**src/rtl/sp_mem_arbiter_pkg.sv**
```systemverilog
// Shared types and helpers for the single-port memory arbiter.
package sp_mem_arb_pkg;

  typedef enum logic {
    ARB  = 1'b0,
    LOCK = 1'b1
  } arb_state_e;

  // Index width that stays >= 1 even for a single requester.
  function automatic int unsigned idx_width(input int unsigned n);
    return (n > 1) ? $clog2(n) : 1;
  endfunction

endpackage

```
**src/rtl/sp_mem_arbiter_if.sv**
```systemverilog
// Requester-side handshake plus RAM-macro bus of the single-port memory arbiter.
interface sp_mem_arbiter_if #(
  parameter int unsigned NUM_REQ = 4,
  parameter int unsigned WIDTH   = 32,
  parameter int unsigned AW      = 10
) ();

  logic [NUM_REQ-1:0]           req_valid;
  logic [NUM_REQ-1:0]           req_ready;
  logic [NUM_REQ-1:0]           req_we;
  logic [NUM_REQ-1:0]           req_lock;
  logic [NUM_REQ*AW-1:0]        req_addr;
  logic [NUM_REQ*WIDTH-1:0]     req_wdata;
  logic [NUM_REQ*WIDTH/8-1:0]   req_wstrb;
  logic [NUM_REQ-1:0]           rsp_valid;
  logic [WIDTH-1:0]             rsp_rdata;
  logic                         mem_cs;
  logic                         mem_we;
  logic [AW-1:0]                mem_addr;
  logic [WIDTH-1:0]             mem_wdata;
  logic [WIDTH/8-1:0]           mem_wstrb;
  logic [WIDTH-1:0]             mem_rdata;

  // Arbiter view.
  modport slave (
    input  req_valid, req_we, req_lock, req_addr, req_wdata, req_wstrb, mem_rdata,
    output req_ready, rsp_valid, rsp_rdata, mem_cs, mem_we, mem_addr, mem_wdata, mem_wstrb
  );

  // Requesters plus RAM macro view.
  modport master (
    output req_valid, req_we, req_lock, req_addr, req_wdata, req_wstrb, mem_rdata,
    input  req_ready, rsp_valid, rsp_rdata, mem_cs, mem_we, mem_addr, mem_wdata, mem_wstrb
  );

endinterface

```
**src/rtl/sp_mem_arbiter_rr_arbiter.sv**
```systemverilog
// Combinational rotate-priority picker: first asserted request at or after ptr wins.
module rr_arbiter #(
  parameter int unsigned N  = 4,
  parameter int unsigned IW = 2
) (
  input  logic [N-1:0]  req,
  input  logic [IW-1:0] ptr,
  output logic [N-1:0]  gnt,
  output logic [IW-1:0] idx,
  output logic          found
);

  logic [IW-1:0] sel;

  always_comb begin
    gnt   = '0;
    idx   = '0;
    found = 1'b0;
    sel   = '0;
    for (int unsigned k = 0; k < N; k++) begin
      sel = IW'((32'(ptr) + k) % N);
      if (!found && req[sel]) begin
        found    = 1'b1;
        gnt[sel] = 1'b1;
        idx      = sel;
      end
    end
  end

endmodule

```
**src/rtl/sp_mem_arbiter.sv**
```systemverilog
// Round-robin arbiter with bounded burst lock sharing one 1-cycle sync-read RAM;
// routes read data back to the issuing requester.
module sp_mem_arbiter
  import sp_mem_arb_pkg::*;
#(
  parameter int unsigned NUM_REQ   = 4,
  parameter int unsigned WIDTH     = 32,
  parameter int unsigned DEPTH     = 1024,
  parameter int unsigned MAX_BURST = 8
) (
  input logic          clk,
  input logic          rst_n,
  sp_mem_arbiter_if.slave bus
);

  localparam int unsigned AW = $clog2(DEPTH);
  localparam int unsigned SW = WIDTH / 8;
  localparam int unsigned IW = idx_width(NUM_REQ);
  localparam int unsigned CW = $clog2(MAX_BURST + 1);

  arb_state_e         state_q, state_d;
  logic [IW-1:0]      ptr_q, ptr_d;
  logic [IW-1:0]      owner_q, owner_d;
  logic [CW-1:0]      cnt_q, cnt_d;
  logic [NUM_REQ-1:0] tag_q, tag_d;

  logic [NUM_REQ-1:0] rr_gnt;
  logic [IW-1:0]      rr_idx;
  logic               rr_found;

  logic [NUM_REQ-1:0] grant;
  logic [IW-1:0]      gidx;
  logic               accept;
  logic [IW-1:0]      gidx_nxt;
  logic [IW-1:0]      owner_nxt;

  rr_arbiter #(
    .N  (NUM_REQ),
    .IW (IW)
  ) u_rr (
    .req   (bus.req_valid),
    .ptr   (ptr_q),
    .gnt   (rr_gnt),
    .idx   (rr_idx),
    .found (rr_found)
  );

  // Grant is forced to zero while reset is held so the RAM sees no access.
  always_comb begin
    grant = '0;
    gidx  = '0;
    if (rst_n) begin
      if (state_q == ARB) begin
        grant = rr_found ? rr_gnt : '0;
        gidx  = rr_idx;
      end else begin
        grant[owner_q] = bus.req_valid[owner_q];
        gidx           = owner_q;
      end
    end
  end

  assign accept    = |grant;
  assign gidx_nxt  = (gidx == IW'(NUM_REQ - 1)) ? '0 : gidx + 1'b1;
  assign owner_nxt = (owner_q == IW'(NUM_REQ - 1)) ? '0 : owner_q + 1'b1;

  assign bus.req_ready = grant;

  always_comb begin
    bus.mem_cs    = accept;
    bus.mem_we    = 1'b0;
    bus.mem_addr  = '0;
    bus.mem_wdata = '0;
    bus.mem_wstrb = '0;
    if (accept) begin
      bus.mem_we    = bus.req_we[gidx];
      bus.mem_addr  = bus.req_addr[gidx*AW +: AW];
      bus.mem_wdata = bus.req_wdata[gidx*WIDTH +: WIDTH];
      bus.mem_wstrb = bus.req_wstrb[gidx*SW +: SW];
    end
  end

  always_comb begin
    state_d = state_q;
    ptr_d   = ptr_q;
    owner_d = owner_q;
    cnt_d   = cnt_q;
    tag_d   = (accept && !bus.req_we[gidx]) ? grant : '0;
    case (state_q)
      ARB: begin
        if (accept) begin
          ptr_d = gidx_nxt;
          if (bus.req_lock[gidx] && (MAX_BURST > 1)) begin
            state_d = LOCK;
            owner_d = gidx;
            cnt_d   = CW'(1);
          end
        end
      end
      LOCK: begin
        // In LOCK the owner is always ready, so valid[owner] means an accept.
        if (!bus.req_valid[owner_q]) begin
          state_d = ARB;
          ptr_d   = owner_nxt;
          cnt_d   = '0;
        end else begin
          cnt_d = cnt_q + 1'b1;
          if (!bus.req_lock[owner_q] || ((32'(cnt_q) + 1) >= MAX_BURST)) begin
            state_d = ARB;
            ptr_d   = owner_nxt;
            cnt_d   = '0;
          end
        end
      end
      default: state_d = ARB;
    endcase
  end

  always_ff @(posedge clk or negedge rst_n) begin
    if (!rst_n) begin
      state_q <= ARB;
      ptr_q   <= '0;
      owner_q <= '0;
      cnt_q   <= '0;
      tag_q   <= '0;
    end else begin
      state_q <= state_d;
      ptr_q   <= ptr_d;
      owner_q <= owner_d;
      cnt_q   <= cnt_d;
      tag_q   <= tag_d;
    end
  end

  assign bus.rsp_valid = tag_q;
  assign bus.rsp_rdata = (|tag_q) ? bus.mem_rdata : '0;

endmodule

```
**src/flat_wrapper.sv**
```systemverilog
// flat-port wrapper written by rule: the top's interface ports become plain ports
module sp_mem_arbiter_flat import sp_mem_arb_pkg::*;
#(
  parameter int unsigned NUM_REQ   = 4,
  parameter int unsigned WIDTH     = 32,
  parameter int unsigned DEPTH     = 1024,
  parameter int unsigned MAX_BURST = 8
)
  (clk, rst_n, bus_req_valid, bus_req_we, bus_req_lock, bus_req_addr, bus_req_wdata, bus_req_wstrb, bus_mem_rdata, bus_req_ready, bus_rsp_valid, bus_rsp_rdata, bus_mem_cs, bus_mem_we, bus_mem_addr, bus_mem_wdata, bus_mem_wstrb);
  sp_mem_arbiter_if #(.NUM_REQ(NUM_REQ), .WIDTH(WIDTH), .AW((10))) bus_i ();
  input logic clk;
  input logic rst_n;
  input wire logic [$bits(bus_i.req_valid)-1:0] bus_req_valid;
  input wire logic [$bits(bus_i.req_we)-1:0] bus_req_we;
  input wire logic [$bits(bus_i.req_lock)-1:0] bus_req_lock;
  input wire logic [$bits(bus_i.req_addr)-1:0] bus_req_addr;
  input wire logic [$bits(bus_i.req_wdata)-1:0] bus_req_wdata;
  input wire logic [$bits(bus_i.req_wstrb)-1:0] bus_req_wstrb;
  input wire logic [$bits(bus_i.mem_rdata)-1:0] bus_mem_rdata;
  output wire logic [$bits(bus_i.req_ready)-1:0] bus_req_ready;
  output wire logic [$bits(bus_i.rsp_valid)-1:0] bus_rsp_valid;
  output wire logic [$bits(bus_i.rsp_rdata)-1:0] bus_rsp_rdata;
  output wire logic [$bits(bus_i.mem_cs)-1:0] bus_mem_cs;
  output wire logic [$bits(bus_i.mem_we)-1:0] bus_mem_we;
  output wire logic [$bits(bus_i.mem_addr)-1:0] bus_mem_addr;
  output wire logic [$bits(bus_i.mem_wdata)-1:0] bus_mem_wdata;
  output wire logic [$bits(bus_i.mem_wstrb)-1:0] bus_mem_wstrb;
  assign bus_i.req_valid = bus_req_valid;
  assign bus_i.req_we = bus_req_we;
  assign bus_i.req_lock = bus_req_lock;
  assign bus_i.req_addr = bus_req_addr;
  assign bus_i.req_wdata = bus_req_wdata;
  assign bus_i.req_wstrb = bus_req_wstrb;
  assign bus_i.mem_rdata = bus_mem_rdata;
  assign bus_req_ready = bus_i.req_ready;
  assign bus_rsp_valid = bus_i.rsp_valid;
  assign bus_rsp_rdata = bus_i.rsp_rdata;
  assign bus_mem_cs = bus_i.mem_cs;
  assign bus_mem_we = bus_i.mem_we;
  assign bus_mem_addr = bus_i.mem_addr;
  assign bus_mem_wdata = bus_i.mem_wdata;
  assign bus_mem_wstrb = bus_i.mem_wstrb;
  sp_mem_arbiter #(.NUM_REQ(NUM_REQ), .WIDTH(WIDTH), .DEPTH(DEPTH), .MAX_BURST(MAX_BURST)) u_core (.clk(clk), .rst_n(rst_n), .bus(bus_i));
endmodule
```
**config.mk**
```make
export PLATFORM = sky130hd
export DESIGN_NAME = sp_mem_arbiter_flat
export DESIGN_NICKNAME = d
export VERILOG_FILES = /design/src/rtl/sp_mem_arbiter_pkg.sv /design/src/rtl/sp_mem_arbiter_if.sv /design/src/rtl/sp_mem_arbiter_rr_arbiter.sv /design/src/rtl/sp_mem_arbiter.sv /design/src/flat_wrapper.sv
export SDC_FILE = /design/constraint.sdc
export NUM_CORES = 1
export LEC_CHECK = 0
export ABC_AREA = 1
export BUFFER_PORTS_ARGS = -buffer_cell sky130_fd_sc_hd__buf_2
export CAP_MARGIN = 20
export CORE_AREA = 8 8 118 120
export CTS_CLUSTER_SIZE = 8
export DETAILED_ROUTE_END_ITERATION = 10
export DIE_AREA = 0 0 126 128
export PLACE_DENSITY_LB_ADDON = 0.05
export SYNTH_ARGS = -nofsm -noshare
export SYNTH_HDL_FRONTEND = slang
export SYNTH_HIERARCHICAL = 1
export SYNTH_SLANG_ARGS = --single-unit
```
**constraint.sdc**
```tcl
create_clock -name clk -period 3.9 [get_ports clk]
set_input_delay 0.39 -clock clk [delete_from_list [all_inputs] [get_ports clk]]
set_output_delay 0.39 -clock clk [all_outputs]
set_load 0.01 [all_outputs]
```
Word-level counts from Yosys, hierarchy flattened
Index checks and enable logic that the tools add are counted.
W data, S select, Z words.
- flip-flop bits (word level): 13
- bits of input ports: 230
- output and inout port bits: 88
- logic and storage cells: 123
- $add $sub $neg: 7
- multiply operators: 1
- order comparisons: 12
- eq/ne operators: 5
- shift-type cells: 3
- muxes and demuxes: 65
- bitwise gates (word level): 5
- reductions and logical operators: 20
- operators with widths (cell ; number):
    $shiftx A128 B8 Y32 ; 1
    $mux W32 ; 2
    $mux W4 ; 13
    $shiftx A40 B7 Y10 ; 1
    $ge A32 B4 Y1 const B ; 1
    $mux W1 ; 22
    $mux W2 ; 11
    $lt A2 B3 Y1 const B ; 6
    $bmux W1 S2 ; 8
    $shiftx A16 B5 Y4 ; 1
    $or A4 B4 Y4 ; 3
    $demux W1 S2 ; 5
    $ge A2 B1 Y1 const B ; 5
    $mux W10 ; 1
    $logic_and A1 B1 Y1 ; 9
    $pmux W4 S2 ; 1
    $reduce_or A4 Y1 ; 2
    $add A2 B1 Y2 const B ; 3
    $add A4 B1 Y5 const B ; 1
    $logic_not A1 Y1 ; 5
    $mul A2 B3 Y5 const B ; 1
    $add A2 B2 Y2 const B ; 2
    $add A4 B1 Y4 const B ; 1
    $and A4 B4 Y4 ; 1
    10 further kinds ; 12

Logic depth before layout (Yosys ltp)
Gate-level depths: netlist of the first run.
- depth after elaboration: 19
- gate-level depth with buffers: 18
- mapped depth without buffers: 17

Modules after synthesis
The synthesis of the first run kept the hierarchy.
- by module, submodules not included (module ; times used ; cells an instance ; area each (µm²) ; seq. area each (µm²)):
    sp_mem_arbiter ; 1 ; 556 ; 2897.8 ; 325.3
    rr_arbiter ; 1 ; 74 ; 440.4 ; 0.0

Worst setup path before layout of the first run
Ideal clock, no wire load.
- kind: register to output
- from: reg u_core.ptr_q[0]
- to: out bus_mem_wdata[25]
- arrival: 2.583 ns
- required time: 3.510 ns
- setup slack: 0.927 ns
- stages on the path, launching flop included: 18
- path buffers: 2
- cell sequence: dfrtp_1 > inv_2 > ha_1 > inv_1 > nand3_1 > nand2_1 > nor2_1 > a21oi_1 > nand3_1 > or2_1 > nand3_4 > inv_2 > buf_6 > buf_4 > nor2_1 > nor2_1 > o21ai_0 > a21oi_1
- elaborated cells on any way between the ends: 60
- those cells by class: add/sub: 3; order compare: 8; shift: 1; mux: 34; bitwise: 3; reduce/logical: 11
- RTL lines (item ; RTL line ; source):
    start, declared ; sp_mem_arbiter.sv:22 ; logic [IW-1:0] ptr_q, ptr_d;
    start signal, assigned ; sp_mem_arbiter.sv:128 ; ptr_q <= ptr_d;
    parallel branches: the longest is 11 deep, another holds $add A2 B1 Y2 ; -- ;
    $mux W2 (*) ; sp_mem_arbiter_rr_arbiter.sv:22 ; if (!found && req[sel]) begin
    net u_core.rr_idx[0] ; sp_mem_arbiter.sv:28 ; logic [IW-1:0] rr_idx;
    $mux W2 (*) ; sp_mem_arbiter.sv:53 ; if (state_q == ARB) begin
    $mux W2 (*) ; sp_mem_arbiter.sv:52 ; if (rst_n) begin
    $shiftx A128 B8 Y32 (*) ; sp_mem_arbiter.sv:78 ; bus.mem_wdata = bus.req_wdata[gidx*WIDTH +: WIDTH];
    $mux W32 (*) ; sp_mem_arbiter.sv:75 ; if (accept) begin
    end, declared ; flat_wrapper.sv:26 ; output wire logic [$bits(bus_i.mem_wdata)-1:0] bus_mem_wdata;
Mark *: on every way through the listed nets, which the timed path passes. The select of a mux whose other input is x is not followed.

Final worst setup path of the first run
- from: reg u_core.ptr_q[0]
- to: out bus_mem_wstrb[3]
- elaborated cells on any way between the ends: 60
- those cells by class: add/sub: 3; order compare: 8; shift: 1; mux: 34; bitwise: 3; reduce/logical: 11
- RTL lines (item ; RTL line ; source):
    parallel branches: the longest is 11 deep, another holds $add A2 B1 Y2 ; -- ;
    $mux W2 (*) ; sp_mem_arbiter_rr_arbiter.sv:22 ;
    net u_core.rr_idx[0] ; sp_mem_arbiter.sv:28 ;
    $mux W2 (*) ; sp_mem_arbiter.sv:53 ;
    $mux W2 (*) ; sp_mem_arbiter.sv:52 ;
    $shiftx A16 B5 Y4 (*) ; sp_mem_arbiter.sv:79 ; bus.mem_wstrb = bus.req_wstrb[gidx*SW +: SW];
    $mux W4 (*) ; sp_mem_arbiter.sv:75 ;
    end, declared ; flat_wrapper.sv:27 ; output wire logic [$bits(bus_i.mem_wstrb)-1:0] bus_mem_wstrb;
Marked as above.

==> metrics.cfg, run 1 <==
[yosys]
synth_fa_ha_area_share_pct=4.12
synth_fp_nets=871
netlist_instances=630
synth_compound_area_share_pct=28.8
synth.avg_cell_area_sq_um=5.30
ys_types=33
yosysSeqAreaShare_pct=9.75
yosys_register_bits=13
muxShareOfSynthArea_pct=0.337
syn_area_sq_mm=0.00334
synth_top_family_by_area=simple AND/OR/NAND/NOR gates
synth-simple-area-share_pct=42.7
yosysWarnings=6
synth_xor_area_share_pct=0.525

[setup_path]
ff2ff_path_depth=17
worstSetupEndpoint=bus_mem_wstrb[3]
cp-start-kind=register
worstReg2RegEnd=u_core/cnt_q[2]
worstPathArrival_ps=3170
critPathKind=register to primary output
r2r_slack_ps=710
end_kind=primary output
critPathLaunch=u_core/ptr_q[0]
path_max_fanout=49
required_ps=3510
timing.rr.start=u_core/ptr_q[0]

[timing]
tightest_slew_ps=448
finClkSkew_ps=5.25
finalMaxSlewViolations=0
hold_viol=0
layout_min_cycle_time_ps=3560
setup_violations=0
fmax_mhz=281
holdWs_ps=83.4
fin_crit_sh_pct=91.3
finalSetupTns_ps=0
relSlewSlack_pct=70.2
rsz0062_at_grt=no
setup_ws_ps=338

[grt]
antenna_found_initial=1
grtUsageTotal_pct=19.4
grt_max_degree=99
overflow=0
first_global_vias=5083
grt_pass1_wl_mm=25.9

[clocking]
cts_buffers=3
clk_latency_ps=250
cts.clk_slew.worst_paths_ps=50
clock_path_buffers=2
cts_max_level=1
clock-sinks=13
cts_root_buf=clkbuf_16
cts_tree=built
cts_setup_buffers=0

[routing]
dr.first_iter.drc_count=252
antenna_left=0
finalWirelength_mm=17.0
drc=0
wl_per_cell_um=15.9
first_pass_iters=4
vias_per_cell=4.70
vias=5028

[place]
io_buffers=317
hpwl_mm=13.4
place.gp.congestion=0.934
preCtsSetupSlack_ps=364

[worst_hold_path]
min_path_type=input port to asynchronous set/reset pin

[run]
cap_violations=0

[power_and_ir_drop]
p_leak_nw=2.98
power_density_mw_per_mm2=943
vdd_drop_max_mv=0.471

[finish]
areaGrowthSynthToFinish_pct=53.2
final_core_util_pct=41.9
layout-drive-gt1-share_pct=42.2
nNetsFinal=1160
fillers=1379

[floorplan]
std_cell_rows=41
die_y_um=128
ioPinCount=318
die_area_sq_mm=0.0161
core-area_sq_mm=0.0122
die_x_um=126
start_util_pct=27.3

[run_status]
run_status=complete, no violations

worst min-delay path by stage:
| stage | endpoint | start | cells after the start | slack [ps] |
|---|---|---|---|---|
| after floorplan | u_core/bus.rsp_valid[0] | rst_n | 0 | 90 |
| after global placement | u_core/ptr_q[1] | rst_n | 1 | 360 |
| after detailed placement | u_core/bus.rsp_valid[1] | rst_n | 1 | 360 |
| after CTS | u_core/bus.rsp_valid[1] | rst_n | 1 | 90 |
| after global routing | u_core/bus.rsp_valid[1] | rst_n | 1 | 120 |
| final | u_core/bus.rsp_valid[1] | rst_n | 1 | 80 |
cell usage in the layout (no fill, tap or decap):
master,n
a21oi_2,30
clkbuf_16,4
nand3_4,2
nand2_1,53
nor2_2,1
o22a_1,1
buf_2,317
nor2_1,226
inv_2,6
o21ai_4,1
nand4_1,9
buf_12,3
o21ai_1,2
or2_1,1
nand3_2,3
buf_16,1
ha_1,11
clkbuf_1,1
a21oi_1,26
a31oi_1,1
o22ai_1,1
nor2_4,2
diode_2,1
o21ai_0,95
mux2_2,1
dfrtp_2,2
o211ai_1,2
dfrtp_1,11
a21boi_0,4
inv_1,53
nand2_4,1
nand3_1,31
xor2_1,2
nand2_2,9
nor4_2,1
o21a_1,1
buf_4,3
layout make-up:
cell class              instances  area [sq um]  area share (%)
diodes                          1          2.50          0.0489
clock buffers                   4          78.8            1.54
inverters                      59           221            4.33
multi-input cells             517          2570            50.3
flip-flops and latches         13           328            6.41
well taps                     150           188            3.67
repair buffers                325          1720            33.7
per-stage QoR:
stage          instances  total power [W]  instance area [sq um]
5_1_grt             1069          0.00534                   5110
4_1_cts             1067          0.00480                   5070
3_3_place_gp        1063          0.00457                   4990
2_1_floorplan        630          0.00325                   3340
6_report            1069          0.00482                   5110
3_5_place_dp        1063          0.00458                   4990
worst max-delay path: stages (launching register included):
cell and delay [ps]:
dfrtp_2 470, inv_2 130, ha_1 390, inv_1 110, nand2_1 90, nand2_2 60, nor2_4 220, nand3_1 110
nand3_1 100, or2_1 140, nand3_4 90, inv_2 150, buf_16 240, nor2_1 70, nor2_1 80, o21ai_0 90
a21oi_1 170, buf_2 160
Yosys cell counts, drive strengths merged:
master / number / share of area, %
mux2: 1 / 0.34
nor4: 1 / 0.19
xor2: 2 / 0.52
inv: 59 / 6.6
nand4: 9 / 1.7
buf: 25 / 5.4
or2: 1 / 0.19
o211ai: 2 / 0.45
nor2: 229 / 26
ha: 11 / 4.1
o21ai: 98 / 15
nand3: 36 / 6.6
o22a: 1 / 0.26
clkbuf: 16 / 1.8
a31oi: 1 / 0.19
a21oi: 56 / 12
o22ai: 1 / 0.19
dfrtp: 13 / 9.7
nand2: 63 / 8.0
o21a: 1 / 0.22
a21boi: 4 / 0.90
logic make-up after synthesis:
family	count (synthesis)
and+or+nand+nor	339
AOI/OAI and AO/OA	164
buffers and inverters	100
DFF	13
adders and majority gates	11
xor gates and xnor gates	2
muxes	1
what timing repair did:
action                                  CTS  global route
hold buffers                              0             0
gates resized for setup                   0             4
endpoints found under the setup margin    0            47
state kept, by name, indices dropped and copies added (netlist names):
register,flops
u_core/state_q,1
u_core/cnt_q,4
u_core/bus.rsp_valid,4
u_core/owner_q,2
u_core/ptr_q,2
where the power goes:
group	leakage, nW	switching (W)	internal (W)	total [W]
Sequential	0.171	0.0000667	0.000177	0.000244
Combinational	2.77	0.00284	0.00154	0.00438
Clock	0.0382	0.0000620	0.000138	0.000200
metal layers:
layer / wire (um) / vias to the layer above / GRT usage, %
met1: 6350 / 2206 / 20.1
met2: 8850 / 195 / 36.7
li1: - / 2603 / -
met4: 278 / 0 / 3.89
met5: 0 / - / 0
met3: 1470 / 24 / 6.91
(Power assumes the default switching activity.)
==> inputs of run 2 (changes only) <==
==> constraint.sdc (replaced) <==
create_clock -name clk -period 3.5 [get_ports clk]
set_input_delay 0.35 -clock clk [delete_from_list [all_inputs] [get_ports clk]]
set_output_delay 0.35 -clock clk [all_outputs]
set_load 0.01 [all_outputs]
==> run 2 against run 1 <==
Net effect: critical path depth decreased by 2; clock skew about the same; critical path type unchanged; via count increased by 1.8%.
==> metrics.cfg, run 2 (synthesis results as in run 1) <==
[run_status]
run_status=complete, no violations

[setup_path]
crit_slowest_cell=dfrtp_1
critPathKind=register to primary output
path_max_fanout=28
critPathMaxStageDelay_ps=380
crit_path_frequent_cell=nand3_1
cp_cell_sequence=inv_2, ha_4, inv_1, nand3_1, nand2_1, nor2_4, a21oi_1, nand3_1, o21a_1, o21ai_4, buf_4, o21ai_0, o22a_1, nor2_1, buf_2
cp_top_family=compound AO/OA/AOI/OAI gates
required_ps=3150
worst-path-buf-inv=4
cp-start-kind=register
end_kind=primary output
worstPathArrival_ps=2940

[floorplan]
die_area_sq_mm=0.0161
start_util_pct=27.3
core-area_sq_mm=0.0122
ioPinCount=318
die_x_um=126
die_y_um=128
std_cell_rows=41

[clocking]
cts_buffers=3
ctsHoldBuffers=0
cts.clk_slew.worst_paths_ps=50
cts_root_buf=clkbuf_16
cts_max_level=1
clock_path_buffers=2
clk_latency_ps=240
cts_tree=built
clock-sinks=13

[grt]
first_global_vias=4990
grt_pass1_wl_mm=25.2
grtUsageTotal_pct=18.8
antenna_found_initial=4
overflow=0
grt_max_degree=99

[timing]
finClkSkew_ps=5.01
layout_min_cycle_time_ps=3290
rsz0062_at_grt=no
finalMaxSlewViolations=0
tightest_slew_ps=447
relSlewSlack_pct=70.2
fmax_mhz=304
setup_violations=0
finalSetupTns_ps=0
fin_crit_sh_pct=93.9
hold_viol=0

[worst_hold_path]
min_path_type=input port to asynchronous set/reset pin

[place]
io_buffers=317
place.gp.congestion=0.884
hpwl_mm=13.4
place_area_sq_mm=0.00502

[routing]
wl_per_cell_um=16.0
drc=0
dr.first_iter.drc_count=255
antenna_left=0
first_pass_iters=5
finalWirelength_mm=17.3
vias_per_cell=4.74
vias=5116

[power_and_ir_drop]
power_density_mw_per_mm2=1070
vdd_drop_max_mv=0.584
p_leak_nw=3.04

[finish]
final_cell_mix=buf_2, nor2_1, o21ai_0, nand2_1, inv_1
layout-drive-gt1-share_pct=42.5
areaGrowthSynthToFinish_pct=56.9
nNetsFinal=1168
final_cell_area_sq_mm=0.00524
final_common_cell=buf_2
fillers=1357

[run]
cap_violations=0

-- run 2: cell types whose count changed in the layout (fill, tap and decap cells not counted), sizes merged --
cell / previous run / this run
clkbuf: 5 / 7
buf: 324 / 330
diode: 1 / 3
-- run 2: routing by layer --
layer / up-vias / share of wire (%) / GRT usage [%]
li1: 2624 / - / -
met3: 20 / 8.6 / 6.49
met2: 211 / 53 / 35.3
met5: - / 0.046 / 0
met1: 2259 / 37 / 19.5
met4: 2 / 1.4 / 4.60
-- run 2: layout make-up --
type	instances	area (sq um)	share of cell area, %
inverter	59	229	4.37
clock buffer	4	78.8	1.51
tap	150	188	3.58
multi-input combinational	517	2590	49.5
sequential	13	325	6.21
antenna	3	7.51	0.143
timing repair buffer	333	1820	34.7
-- run 2: final timing paths --
| path | startpoint | endpoint | slack [ps] | cells after the start |
|---|---|---|---|---|
| hold reg to reg | u_core/cnt_q[3] | u_core/cnt_q[3] | 520 | 2 |
| setup reg to reg | u_core/ptr_q[0] | u_core/cnt_q[2] | 550 | 16 |
| hold / removal | rst_n | u_core/bus.rsp_valid[1] | 50 | 1 |
| min in group clk | u_core/cnt_q[3] | u_core/cnt_q[3] | 520 | 2 |
| setup / recovery | u_core/ptr_q[0] | bus_mem_we | 210 | 15 |
| max in group asynchronous | rst_n | u_core/cnt_q[0] | 3140 | 1 |
-- run 2: repair_timing --
item,4_1_cts,5_1_grt
buffers inserted,0,2
gates resized for setup,0,7
endpoints found under the setup margin,0,47
-- run 2: per-stage QoR --
stage	hold WS [ps]	instances	worst slack [ps]	utilization, %	power (W)
after global routing	68.1	1079	28.5	42.9	0.00618
after CTS	56.8	1071	92.6	41.8	0.00538
after detailed placement	316	1067	362	41.2	0.00514
after global placement	322	1067	425	41.2	0.00513
after floorplan	54.4	630	567	-	0.00362
final	48.8	1079	213	42.9	0.00559
-- run 2: report_power, final --
part	switching (W)	internal, W	total (W)
registers	0.0000492	0.000195	0.000245
logic	0.00326	0.00187	0.00512
clock network	0.0000658	0.000154	0.000220
